`config.mk`:
```
export PLATFORM = sky130hd
export DESIGN_NAME = mem_arbiter
export DESIGN_NICKNAME = d
export VERILOG_FILES = /design/src/rtl/mem_arbiter.sv
export SDC_FILE = /design/constraint.sdc
export NUM_CORES = 1
export LEC_CHECK = 0
export CAP_MARGIN = 30
export CORE_AREA = 2 2 104 106
export CTS_CLUSTER_SIZE = 10
export DETAILED_ROUTE_END_ITERATION = 8
export DIE_AREA = 0 0 106 108
export MAX_ROUTING_LAYER = met4
export PLACE_DENSITY_LB_ADDON = 0.2
export SLEW_MARGIN = 20
export SYNTH_ARGS = -nofsm -noshare
export SYNTH_HDL_FRONTEND = slang
export SYNTH_SLANG_ARGS = --single-unit
```
`constraint.sdc`:
```
create_clock -name CLK -period 2.7 [get_ports CLK]
set_clock_uncertainty 0.2 [all_clocks]
set_input_delay 0.54 -clock CLK [delete_from_list [all_inputs] [get_ports CLK]]
set_output_delay 0.54 -clock CLK [all_outputs]
set_load 0.02 [all_outputs]
```
`src/rtl/mem_arbiter.sv`:
```
// mem_arbiter: shares one unified RAM port between the instruction-fetch
// requester and the data-memory requester. Data wins by default because a
// stalled memory stage freezes the pipeline; a saturating streak counter
// forces a fetch grant after MAX_DSTREAK data grants taken while a fetch
// was waiting.
module mem_arbiter #(
  parameter int ADDR_W      = 32,
  parameter int DATA_W      = 32,
  parameter int MAX_DSTREAK = 4
) (
  input  logic              CLK,
  input  logic              nRST,
  input  logic              iREN,
  input  logic [ADDR_W-1:0] iaddr,
  output logic              iwait,
  output logic [DATA_W-1:0] iload,
  input  logic              dREN,
  input  logic              dWEN,
  input  logic [ADDR_W-1:0] daddr,
  input  logic [DATA_W-1:0] dstore,
  output logic              dwait,
  output logic [DATA_W-1:0] dload,
  output logic              ramREN,
  output logic              ramWEN,
  output logic [ADDR_W-1:0] ramaddr,
  output logic [DATA_W-1:0] ramstore,
  input  logic [DATA_W-1:0] ramload,
  input  logic [1:0]        ramstate
);

  localparam int CNT_W = $clog2(MAX_DSTREAK + 1);
  localparam logic [CNT_W-1:0] MAX_CNT = CNT_W'(MAX_DSTREAK);
  localparam logic [CNT_W-1:0] ONE_CNT = CNT_W'(1);

  localparam logic [1:0] RAM_ACCESS = 2'd2;
  localparam logic [1:0] RAM_ERROR  = 2'd3;

  typedef enum logic [1:0] {
    IDLE,
    GNT_I,
    GNT_D
  } state_t;

  state_t           r_state;
  state_t           w_stateNext;
  logic [CNT_W-1:0] r_dstreak;
  logic [CNT_W-1:0] w_dstreakNext;
  logic             w_dataReq;
  logic             w_forceFetch;

  assign w_dataReq    = dREN | dWEN;
  assign w_forceFetch = iREN & (r_dstreak == MAX_CNT);

  // State and starvation counter; reset returns to IDLE and forgets any streak.
  always_ff @(posedge CLK) begin
    if (!nRST) begin
      r_state   <= IDLE;
      r_dstreak <= '0;
    end else begin
      r_state   <= w_stateNext;
      r_dstreak <= w_dstreakNext;
    end
  end

  // Arbitration, RAM drive and requester handshakes; everything idles while reset is low.
  always_comb begin
    w_stateNext   = r_state;
    w_dstreakNext = r_dstreak;
    iwait         = 1'b1;
    dwait         = 1'b1;
    iload         = '0;
    dload         = '0;
    ramREN        = 1'b0;
    ramWEN        = 1'b0;
    ramaddr       = '0;
    ramstore      = '0;

    if (nRST) begin
      case (r_state)
        IDLE: begin
          if (w_dataReq && !w_forceFetch) begin
            w_stateNext = GNT_D;
          end else if (iREN) begin
            w_stateNext = GNT_I;
          end
        end

        GNT_I: begin
          if (!iREN) begin
            w_stateNext = IDLE;
          end else begin
            ramREN  = 1'b1;
            ramaddr = iaddr;
            if (ramstate == RAM_ACCESS) begin
              iwait         = 1'b0;
              iload         = ramload;
              w_dstreakNext = '0;
              w_stateNext   = IDLE;
            end else if (ramstate == RAM_ERROR) begin
              w_stateNext = IDLE;
            end
          end
        end

        GNT_D: begin
          if (!w_dataReq) begin
            w_stateNext = IDLE;
          end else begin
            ramaddr  = daddr;
            ramstore = dstore;
            if (dWEN) begin
              ramWEN = 1'b1;
            end else begin
              ramREN = 1'b1;
            end
            if (ramstate == RAM_ACCESS) begin
              dwait       = 1'b0;
              dload       = ramload;
              w_stateNext = IDLE;
              if (iREN) begin
                w_dstreakNext = (r_dstreak == MAX_CNT) ? MAX_CNT : r_dstreak + ONE_CNT;
              end else begin
                w_dstreakNext = '0;
              end
            end else if (ramstate == RAM_ERROR) begin
              w_stateNext = IDLE;
            end
          end
        end

        default: begin
          w_stateNext = IDLE;
        end
      endcase
    end
  end

endmodule

```
==> Word-level counts from Yosys, hierarchy flattened <==
Index checks and enable logic that the tools add are counted.
{ "totals": {"register_bits": 5, "output_inout_bits": 132} }
{ "classes": {"n_mux": 44, "bitwise_logic": 2, "addsub": 1, "eq_ne": 10, "reduce_logical": 5} }
{ "ops": {"columns": ["operator", "n"], "rows": [
  ["2-to-1 mux 32 bit", 13],
  ["case mux 32 bit (2 select lines)", 1],
  ["2-to-1 mux 3 bit", 6],
  ["2-to-1 mux 1 bit", 15],
  ["2-to-1 mux 2 bit", 6],
  ["!= test 2 bit, second input constant", 4],
  ["equality test 2 bit, second input constant", 3],
  ["case mux 2 bit (3 select lines)", 1],
  ["case mux 3 bit (2 select lines)", 1],
  ["AND reduction 5 bit", 1],
  ["adder 3 x 1 -> 3 bit, second input constant", 1],
  ["equality test 3 bit, second input constant", 1],
  ["!= test 3 bit, second input constant", 1],
  ["equality test 2 x 1 -> 1 bit, second input constant", 1],
  ["logical NOT 2 bit", 1],
  ["case mux 1 bit (2 select lines)", 1],
  ["nonzero test 2 bit", 1],
  ["bitwise AND 1 bit", 1],
  ["logical AND 1 bit", 1],
  ["logical NOT 1 bit", 1],
  ["OR 1 bit", 1]
]} }

==> Longest topological paths before layout <==
Gate-level depths: netlist (run 1).
{ "logic_depth": {"word_depth": 6, "ltp_mapped": 7} }

==> Worst setup path after synthesis (run 1) <==
Ideal clock, no wire load.
{ "synth_timing": {"kind": "in2out", "startpoint": "input nRST", "endpoint": "output ramstore[10]", "path_buffers": 3, "cell_stages": 6, "path_slack_ns": 0.463, "arrival_ns": 1.497, "path_cell_list": "clkbuf_2 -> nand2_1 -> nor2_2 -> buf_4 -> clkbuf_1 -> and2_1"} }
{ "synth_via": {"elab_chain_cells": 1} }
{ "synth_lines": {"columns": ["element", "line_no", "rtl"], "rows": [
  ["start: declaration", "12", "input logic nRST,"],
  ["2-to-1 mux 32 bit", "78", "if (nRST) begin"],
  ["end: declaration", "26", "output logic [DATA_W-1:0] ramstore,"]
]} }
Every way passes these cells.

==> Worst setup path in the final report (run 1) <==
{ "layout_timing": {"startpoint": "register r_state[1]", "endpoint": "output iload[8]"} }
{ "layout_via": {"elab_chain_cells": 3} }
{ "layout_lines": {"columns": ["element", "line_no", "rtl"], "rows": [
  ["start: declaration", "44", "state_t r_state;"],
  ["start signal: assignment", "60", "r_state <= w_stateNext;"],
  ["equality test 2 x 1 -> 1 bit", "79", "case (r_state)"],
  ["2-to-1 mux 32 bit", "79", null],
  ["2-to-1 mux 32 bit", "78", null],
  ["end: declaration", "16", "output logic [DATA_W-1:0] iload,"]
]} }
Every way passes these cells.

==> results of run 1 <==
synthesized netlist by cell type:
cell type  instances
a21boi_0           1
a21o_1             2
a21oi_1            2
a22o_1             1
a22oi_1           32
a31oi_1            2
a32o_1             1
a32oi_1            1
and2_1            66
and2b_1            1
and3_1            33
and3_4             1
and3b_1            1
buf_1              1
buf_2              4
buf_4              2
buf_6              3
clkbuf_1          12
clkbuf_2           2
dfxtp_1            5
ha_1               6
inv_1              7
mux2i_1            2
nand2_1            4
nand2b_1           1
nand3_1            3
nand3b_1           1
nor2_1            36
nor2_2             1
nor2b_1            1
o21a_1             1
o21ai_0            1
o21ai_2            1
o31ai_1            1
sequential cells by signal (all words and copies together), names as in the netlist:
signal and cells:
r_dstreak 3, r_state 2
what timing repair did:
item                                    CTS  global route
endpoints found under the setup margin  131            68
pin swaps                                 2             4
gates cloned                              4             0
setup buffers                             8             0
resized for setup                       419            79
metrics by stage:
step | power (mW) | hold WS, ns | area [um^2] | TNS (ns)
3_5_place_dp | 0.555 | 0.286 | 4400 | -46.30
6_report | 0.680 | 0.283 | 4100 | 0
3_3_place_gp | 0.552 | 0.263 | 4400 | -44.15
5_1_grt | 0.726 | 0.319 | 4100 | 0
4_1_cts | 0.694 | 0.291 | 4380 | -0.0193
2_1_floorplan | 0.234 | 0.251 | 1530 | 0
where the power goes:
group          leakage, nW  total, mW  internal, mW  switching, mW
logic                 2.00      0.461         0.273          0.188
clock network       0.0255      0.140        0.0994         0.0403
registers           0.0406     0.0795        0.0767        0.00284
metal layers:
metal  global-route usage (%)  share of wire (%)  vias up
li1                         -                  -     1370
met1                     18.2                 38     1269
met2                     31.6                 53      148
met3                     3.38                8.2       12
met4                     2.82                1.3        0
met5                        -                  0        -
final cells by class:
| class | count | share of cell area [%] |
|---|---|---|
| Multi-Input combinational cell | 206 | 32.6 |
| Clock inverter | 1 | 0.122 |
| Sequential cell | 5 | 2.44 |
| Tap cell | 136 | 4.15 |
| Clock buffer | 3 | 1.01 |
| Timing Repair Buffer | 290 | 59.1 |
| Inverter | 7 | 0.641 |
how the worst max path moves through the flow:
stage                 from  cells past startpoint      endpoint  slack (ns)
6_report        r_state[1]                      8      iload[8]        0.12
5_1_grt         r_state[0]                      9         dwait        0.03
4_1_cts               dREN                      8         dwait       -0.02
3_5_place_dp   ramstate[1]                      5      iload[9]       -0.45
3_3_place_gp   ramstate[1]                      5     iload[16]       -0.41
2_1_floorplan         nRST                      6  ramstore[10]        0.46
worst max-delay path, stage by stage (launching register included):
cell and delay [ns]:
dfxtp_1 0.38, inv_1 0.08, ha_1 0.22, and2_4 0.21, and3_4 0.21, buf_6 0.12
buf_6 0.11, and2_4 0.15, buf_6 0.12
cell families after synthesis:
| logic type | synth area share, % |
|---|---|
| buffers and inverters | 10.1 |
| muxes | 1.31 |
| AOI/OAI and AO/OA | 22.3 |
| and+or+nand+nor | 54.8 |
| adders and majority gates | 4.91 |
| DFF | 6.55 |
==> run summary, run 1 <==
The via total after detailed routing was 2799. The tools report the clock latency on the worst-skew pair as 0.22 ns. Setup violations remaining at the end of the flow were counted as 0. The tools report the global-route wire length before repair as 14800 um. CTS placed an instance of clkbuf_8 at the clock tree root.

After synthesis the netlist holds a flip-flop and latch count of 5. The die is 108 um tall. STA puts the critical path data required time at 1.96 ns.

Measured on the finished design, the core utilization comes to 40.1%. The startpoint identified for the worst hold timing path is r_dstreak[0]. Summed over all instances, the cell type with the most area after synthesis is and2_1. The count of buffers added on input and output ports is 266. The synthesized area per cell is 6.40 um^2, and the total number of nets in the final design is 654. The detail-routed via count per cell works out to 4.32. The worst setup path is of the flip-flop to output pin kind. IR analysis of the VDD net gives a maximum drop of 85.0 uV.

The run finished with clean final reports. Sorting the synthesized cells by area gives the leading types as and2_1 27%, a22oi_1 16%, and3_1 14%. Measured against its own limit, the worst slew margin works out to 78.4%.

The slack of the worst reg-to-reg path was 0.77 ns; the slew at the pin closest to its max-slew limit was 0.323 ns. From left edge to right edge, the die measures 106 um. The count of cell types in the netlist is 34, and the cts-stage hold buffer count is 0. The destination of the worst register-to-register timing path was r_state[0].

The congestion estimate from routability-driven global placement came to 0.821. Dividing total power by cell area gives a power density of 166 nW/um^2. Entering global routing, the biggest net connects 34 pins. The share of the Yosys chip area taken by registers is 6.55%. TritonCTS built the clock tree. The share of the clock period used by the worst path after layout works out to 95.4%. The most common cell after layout, fill and taps aside is clkdlybuf4s50_1. The logs give -0.448 ns for the pre-CTS setup slack and 380 for the synthesized net count.

The total count of max-transition violations in the final report came out at 0. The worst hold path terminates at r_dstreak[0]. The worst reg2reg path depth was 7. For this block, the initial DRC count from the detailed router was 141. The worst register-to-register path begins at r_state[1]. The starting density of the core is 14.9%. The area used by sequential logic in the layout was 100 um^2; the sum of overflow across all layers after global routing was 0.

The average wire per standard cell works out to 15.6 um. STA classifies the critical path startpoint as a flip-flop. The highest attainable clock frequency was 388 MHz.

Data arrives at the worst endpoint at 1.84 ns. Number of global-route vias before repair: 2720. In the layout the commonest cells are 128 x clkdlybuf4s50_1, 68 x buf_2, 61 x and2_1. The top cell type by area accounts for 27.0% of the synthesized area. In this run, placement finished with an instance count of 632. The logs give 0 for the detailed-route DRC error count and 1530 um^2 for the cell area after technology mapping. The post-detailed-route count of antenna-violating nets is 0. After clock tree synthesis, the clock-pin slew on the worst setup and hold paths is 0.04 ns.

The longest clock path from root to sink contains 2 buffers. The run gives 0 as the initial antenna violation count. The number of hold violations in the final report is 0.

The element type at the critical path end was an output pin. Setup slack closes at 0.124 ns. The total iterations of the first detailed-routing run was 7. Counting instances, the worst hold path has a depth of 2. During synthesis, Yosys emitted a total of 0 warnings.

For the number of CTS-inserted buffers, the log shows 3. The sink count of the clock tree was 5. Summed over all cells, the static leakage comes to 2.06 nW.

The run gives 1340 um^2 as the area occupied by multi-input gates. The filler cells instantiated in the layout total 1091. After floorplanning, the core was divided into 37 placement rows. The number of primary I/O pins is 267. The run gives 16.7% as the global-route total usage across every layer. The worst min-delay path class is flip-flop to flip-flop.

The logs give 10100 um for the overall routed net length and 7590 um for the HPWL after detailed placement. The die covers 11400 um^2. The placeable core region was 10200 um^2; the final critical path time including I/O delays and setup was 2.58 ns.

The area overhead of the layout relative to synthesis was 168%; the biggest fanout along the worst timing path was 6. Setup repair after global routing left no endpoint under its margin. Max-cap violations in this run came to 0. Synthesis produced 239 cells.

In the final layout, the share of cells above drive strength 1 is 33.8%. The finished layout holds 648 standard cells, fillers aside. The repair_antennas step left the layout with diodes totalling 0. The count of H-tree levels built during CTS was 1.
(Power assumes the default switching activity.)
==> run 2: changes to the inputs <==
==> constraint.sdc (replaced) <==
create_clock -name CLK -period 2.7 [get_ports CLK]
set_clock_uncertainty 0.2 [all_clocks]
set_input_delay 0.27 -clock CLK [delete_from_list [all_inputs] [get_ports CLK]]
set_output_delay 0.27 -clock CLK [all_outputs]
set_load 0.02 [all_outputs]
==> run 2 against run 1 <==
Against the previous run:
- cell count fell by 1.4%
- worst setup slack got worse by 0.033 ns
- fmax fell by 1.3%
- non-clock buffer count fell by 6
- clock power fell by 3%
- critical endpoint is now iwait
- largest power group unchanged
==> run summary, run 2 (synthesis results as in run 1) <==
The flow ran to the end, and the final reports show no timing, DRC or antenna violations. HPWL after detailed placement: 7930 um (was 7590 um). The run gives 1 (unchanged) as the count of H-tree levels built during CTS. The static leakage was 2.99 nW (was 2.06 nW).

The initial antenna violation count is 0 (unchanged), and the number of flip-flops in the largest register is 3 (unchanged). TritonCTS built the clock tree. The logs give 0 (unchanged) for the total count of max-transition violations in the final report and 0 (unchanged) for the sum of overflow across all layers after global routing. Clock root buffer: clkbuf_8 (unchanged). The worst min-delay path class is flip-flop to flip-flop (unchanged). The slowest library cell on the worst path is clkdlybuf4s50_1 (was dfxtp_1). The number of hold violations in the final report was 0 (unchanged). Final weighted congestion of routability-driven global placement: 0.824 (was 0.821). Most common cell after layout, fill and taps aside: clkdlybuf4s50_1 (unchanged). The die span in y came out at 108 um (unchanged). The maximum buffer depth of the clock tree was 2 (unchanged). Cell breakdown of the critical path: inv_1 > ha_1 > and2_2 > and3_4 > buf_4 > inv_1 > clkdlybuf4s50_1 (was inv_1 > ha_1 > and2_4 > and3_4 > buf_6 > buf_6 > and2_4 > buf_6).

The total iterations of the first detailed-routing run was 4 (was 7); the number of global-route vias before repair was 2643 (was 2720). The fraction of layout instances using a drive strength above 1 is 4.97% (was 33.8%). Setup repair after global routing could not meet its margin everywhere. The overall routed net length came out at 9530 um (was 10100 um). The sink count of the clock tree is 5 (unchanged), and the detailed-route DRC error count is 0 (unchanged). The number of max-cap violations is 0 (unchanged). The logs give 15.2% (was 16.7%) for the global-route total usage across every layer and 96 (was 141) for the violation count after the first detailed-route iteration. The maximum ir drop on the vdd rail is 98.8 uV (was 85.0 uV). The worst relative slew slack was 78.2% (was 78.4%). The startpoint type of the worst setup path was a flip-flop (unchanged).

The peak per-stage delay on the critical path was 0.59 ns (was 0.38 ns). The standard cell area after detailed placement was 4370 um^2 (was 4400 um^2). The via total after detailed routing came out at 2688 (was 2799). The share of the clock period used by the worst path after layout was 96.6% (was 95.4%).

Element type at the critical path end: an output pin (unchanged). The tools report the number of CTS-inserted buffers as 3 (unchanged). The most frequent cell on the critical path is inv_1 (was buf_6). For the post-detailed-route count of antenna-violating nets, the log shows 0 (unchanged). The tools report the number of primary I/O pins as 267 (unchanged). The number of input and output port buffers inserted was 266 (unchanged); the pin count of the biggest net entering global routing was 35 (was 34). The logs give 45.0% (was 40.1%) for the final design utilization and 1018 (was 1091) for the total of fill cells in the finished design. Slack of the critical path: 0.0907 ns (was 0.124 ns). The area overhead of the layout relative to synthesis works out to 201% (was 168%). Register bank with the most flops: r_dstreak (unchanged). The total number of nets in the final design is 645 (was 654), and the area of all placed cells without fillers is 4600 um^2 (was 4100 um^2). Areal power density over the cells: 146 nW/um^2 (was 166 nW/um^2).

For the cts-stage hold buffer count, the log shows 0 (unchanged). Die outline width: 106 um (unchanged). The logs give 37 (unchanged) for the number of rows in the core area and 0.22 ns (about the same) for the clock latency on the worst-skew pair.

The placeable core region was 10200 um^2 (unchanged); the slack of the worst reg-to-reg path was 0.74 ns (was 0.77 ns). The average wire per standard cell is 14.9 um (was 15.6 um). The run gives 383 MHz (was 388 MHz) as the highest attainable clock frequency.

The kind of critical path was flip-flop to output pin (unchanged). The global-route wire length before repair is 13900 um (was 14800 um). The biggest fanout along the worst timing path is 10 (was 6), and the pre-CTS setup slack is 0.0160 ns (was -0.448 ns). The detail-routed via count per cell came out at 4.21 (was 4.32). The antenna cell count came out at 0 (unchanged). Biggest regs: r_dstreak (3), r_state (2) (unchanged). Commonest cells after routing, fill and taps aside: 198 x clkdlybuf4s50_1, 68 x dlymetal6s2s_1, 65 x and2_1 (was 128 x clkdlybuf4s50_1, 68 x buf_2, 61 x and2_1). The required time reported for the critical path endpoint came out at 2.23 ns (was 1.96 ns). The slew at the pin closest to its max-slew limit works out to 0.327 ns (was 0.323 ns). Starting density of the core: 14.9% (unchanged). The total setup violations reported at the end of the flow is 0 (unchanged), and the sum of internal, switching and leakage power is 672 uW (was 680 uW). The critical path data arrival time came out at 2.14 ns (was 1.84 ns). The full die area was 11400 um^2 (unchanged); the clock-pin slew reported for the worst setup and hold paths after clock tree synthesis was 0.04 ns (about the same).

The final critical path time including I/O delays and setup came out at 2.61 ns (was 2.58 ns).
run 2: final cells by class:
class | instances | area [um^2] | share of cell area, %
Clock buffer | 4 | 45.0 | 0.979
Multi-Input combinational cell | 203 | 1280 | 27.8
Inverter | 7 | 26.3 | 0.571
Timing Repair Buffer | 284 | 2980 | 64.7
Tap cell | 136 | 170 | 3.70
Sequential cell | 5 | 100 | 2.18
run 2: per-layer routing:
metal / track usage [%] / part of all wire (%) / up-vias
li1: - / - / 1345
met3: 2.77 / 7.2 / 10
met5: - / 0 / -
met2: 29.5 / 53 / 128
met1: 16.3 / 38 / 1205
met4: 2.54 / 1.5 / 0
run 2: worst max-delay path: cells and delay by family, from the launching register on:
family | cells | cell delay, ns
buf+inv | 4 | 0.89
simple gates | 2 | 0.44
fa+ha+maj | 1 | 0.20
flops | 1 | 0.38
run 2: power by group:
group / switching, mW / internal [mW]
combinational: 0.177 / 0.279
sequential: 0.00278 / 0.0767
clock: 0.0349 / 0.101
total: 0.215 / 0.457
run 2: path summary, 6_finish.rpt:
| check | cells past startpoint | endpoint | startpoint |
|---|---|---|---|
| setup / recovery | 7 | iwait | r_state[1] |
| hold / removal | 2 | r_dstreak[1] | r_dstreak[1] |
| setup reg to reg | 8 | r_state[0] | r_state[0] |
| hold reg to reg | 2 | r_dstreak[1] | r_dstreak[1] |
run 2: per-stage QoR:
step,hold WS [ns],cells,TNS (ns)
2_1_floorplan,0.221,239,0
3_3_place_gp,0.267,634,0
3_5_place_dp,0.286,634,0
4_1_cts,0.293,639,-0.00201
5_1_grt,0.313,639,-0.0167
6_report,0.289,639,0
run 2: repair_timing:
item                                    in CTS  in global routing
cloned                                       0                  0
endpoints found under the setup margin      20                103
gates resized for setup                      0                 72
buffers inserted                             1                  0
pin swaps                                    1                  1
==> run 3: changes to the inputs <==
--- a/config.mk
+++ b/config.mk
@@ -5,7 +5,6 @@
 export SDC_FILE = /design/constraint.sdc
 export NUM_CORES = 1
 export LEC_CHECK = 0
-export CAP_MARGIN = 30
 export CORE_AREA = 2 2 104 106
 export CTS_CLUSTER_SIZE = 10
 export DETAILED_ROUTE_END_ITERATION = 8
==> results of run 3 <==
Same layout as run 2: the final DEF is identical, and so are final timing and power.
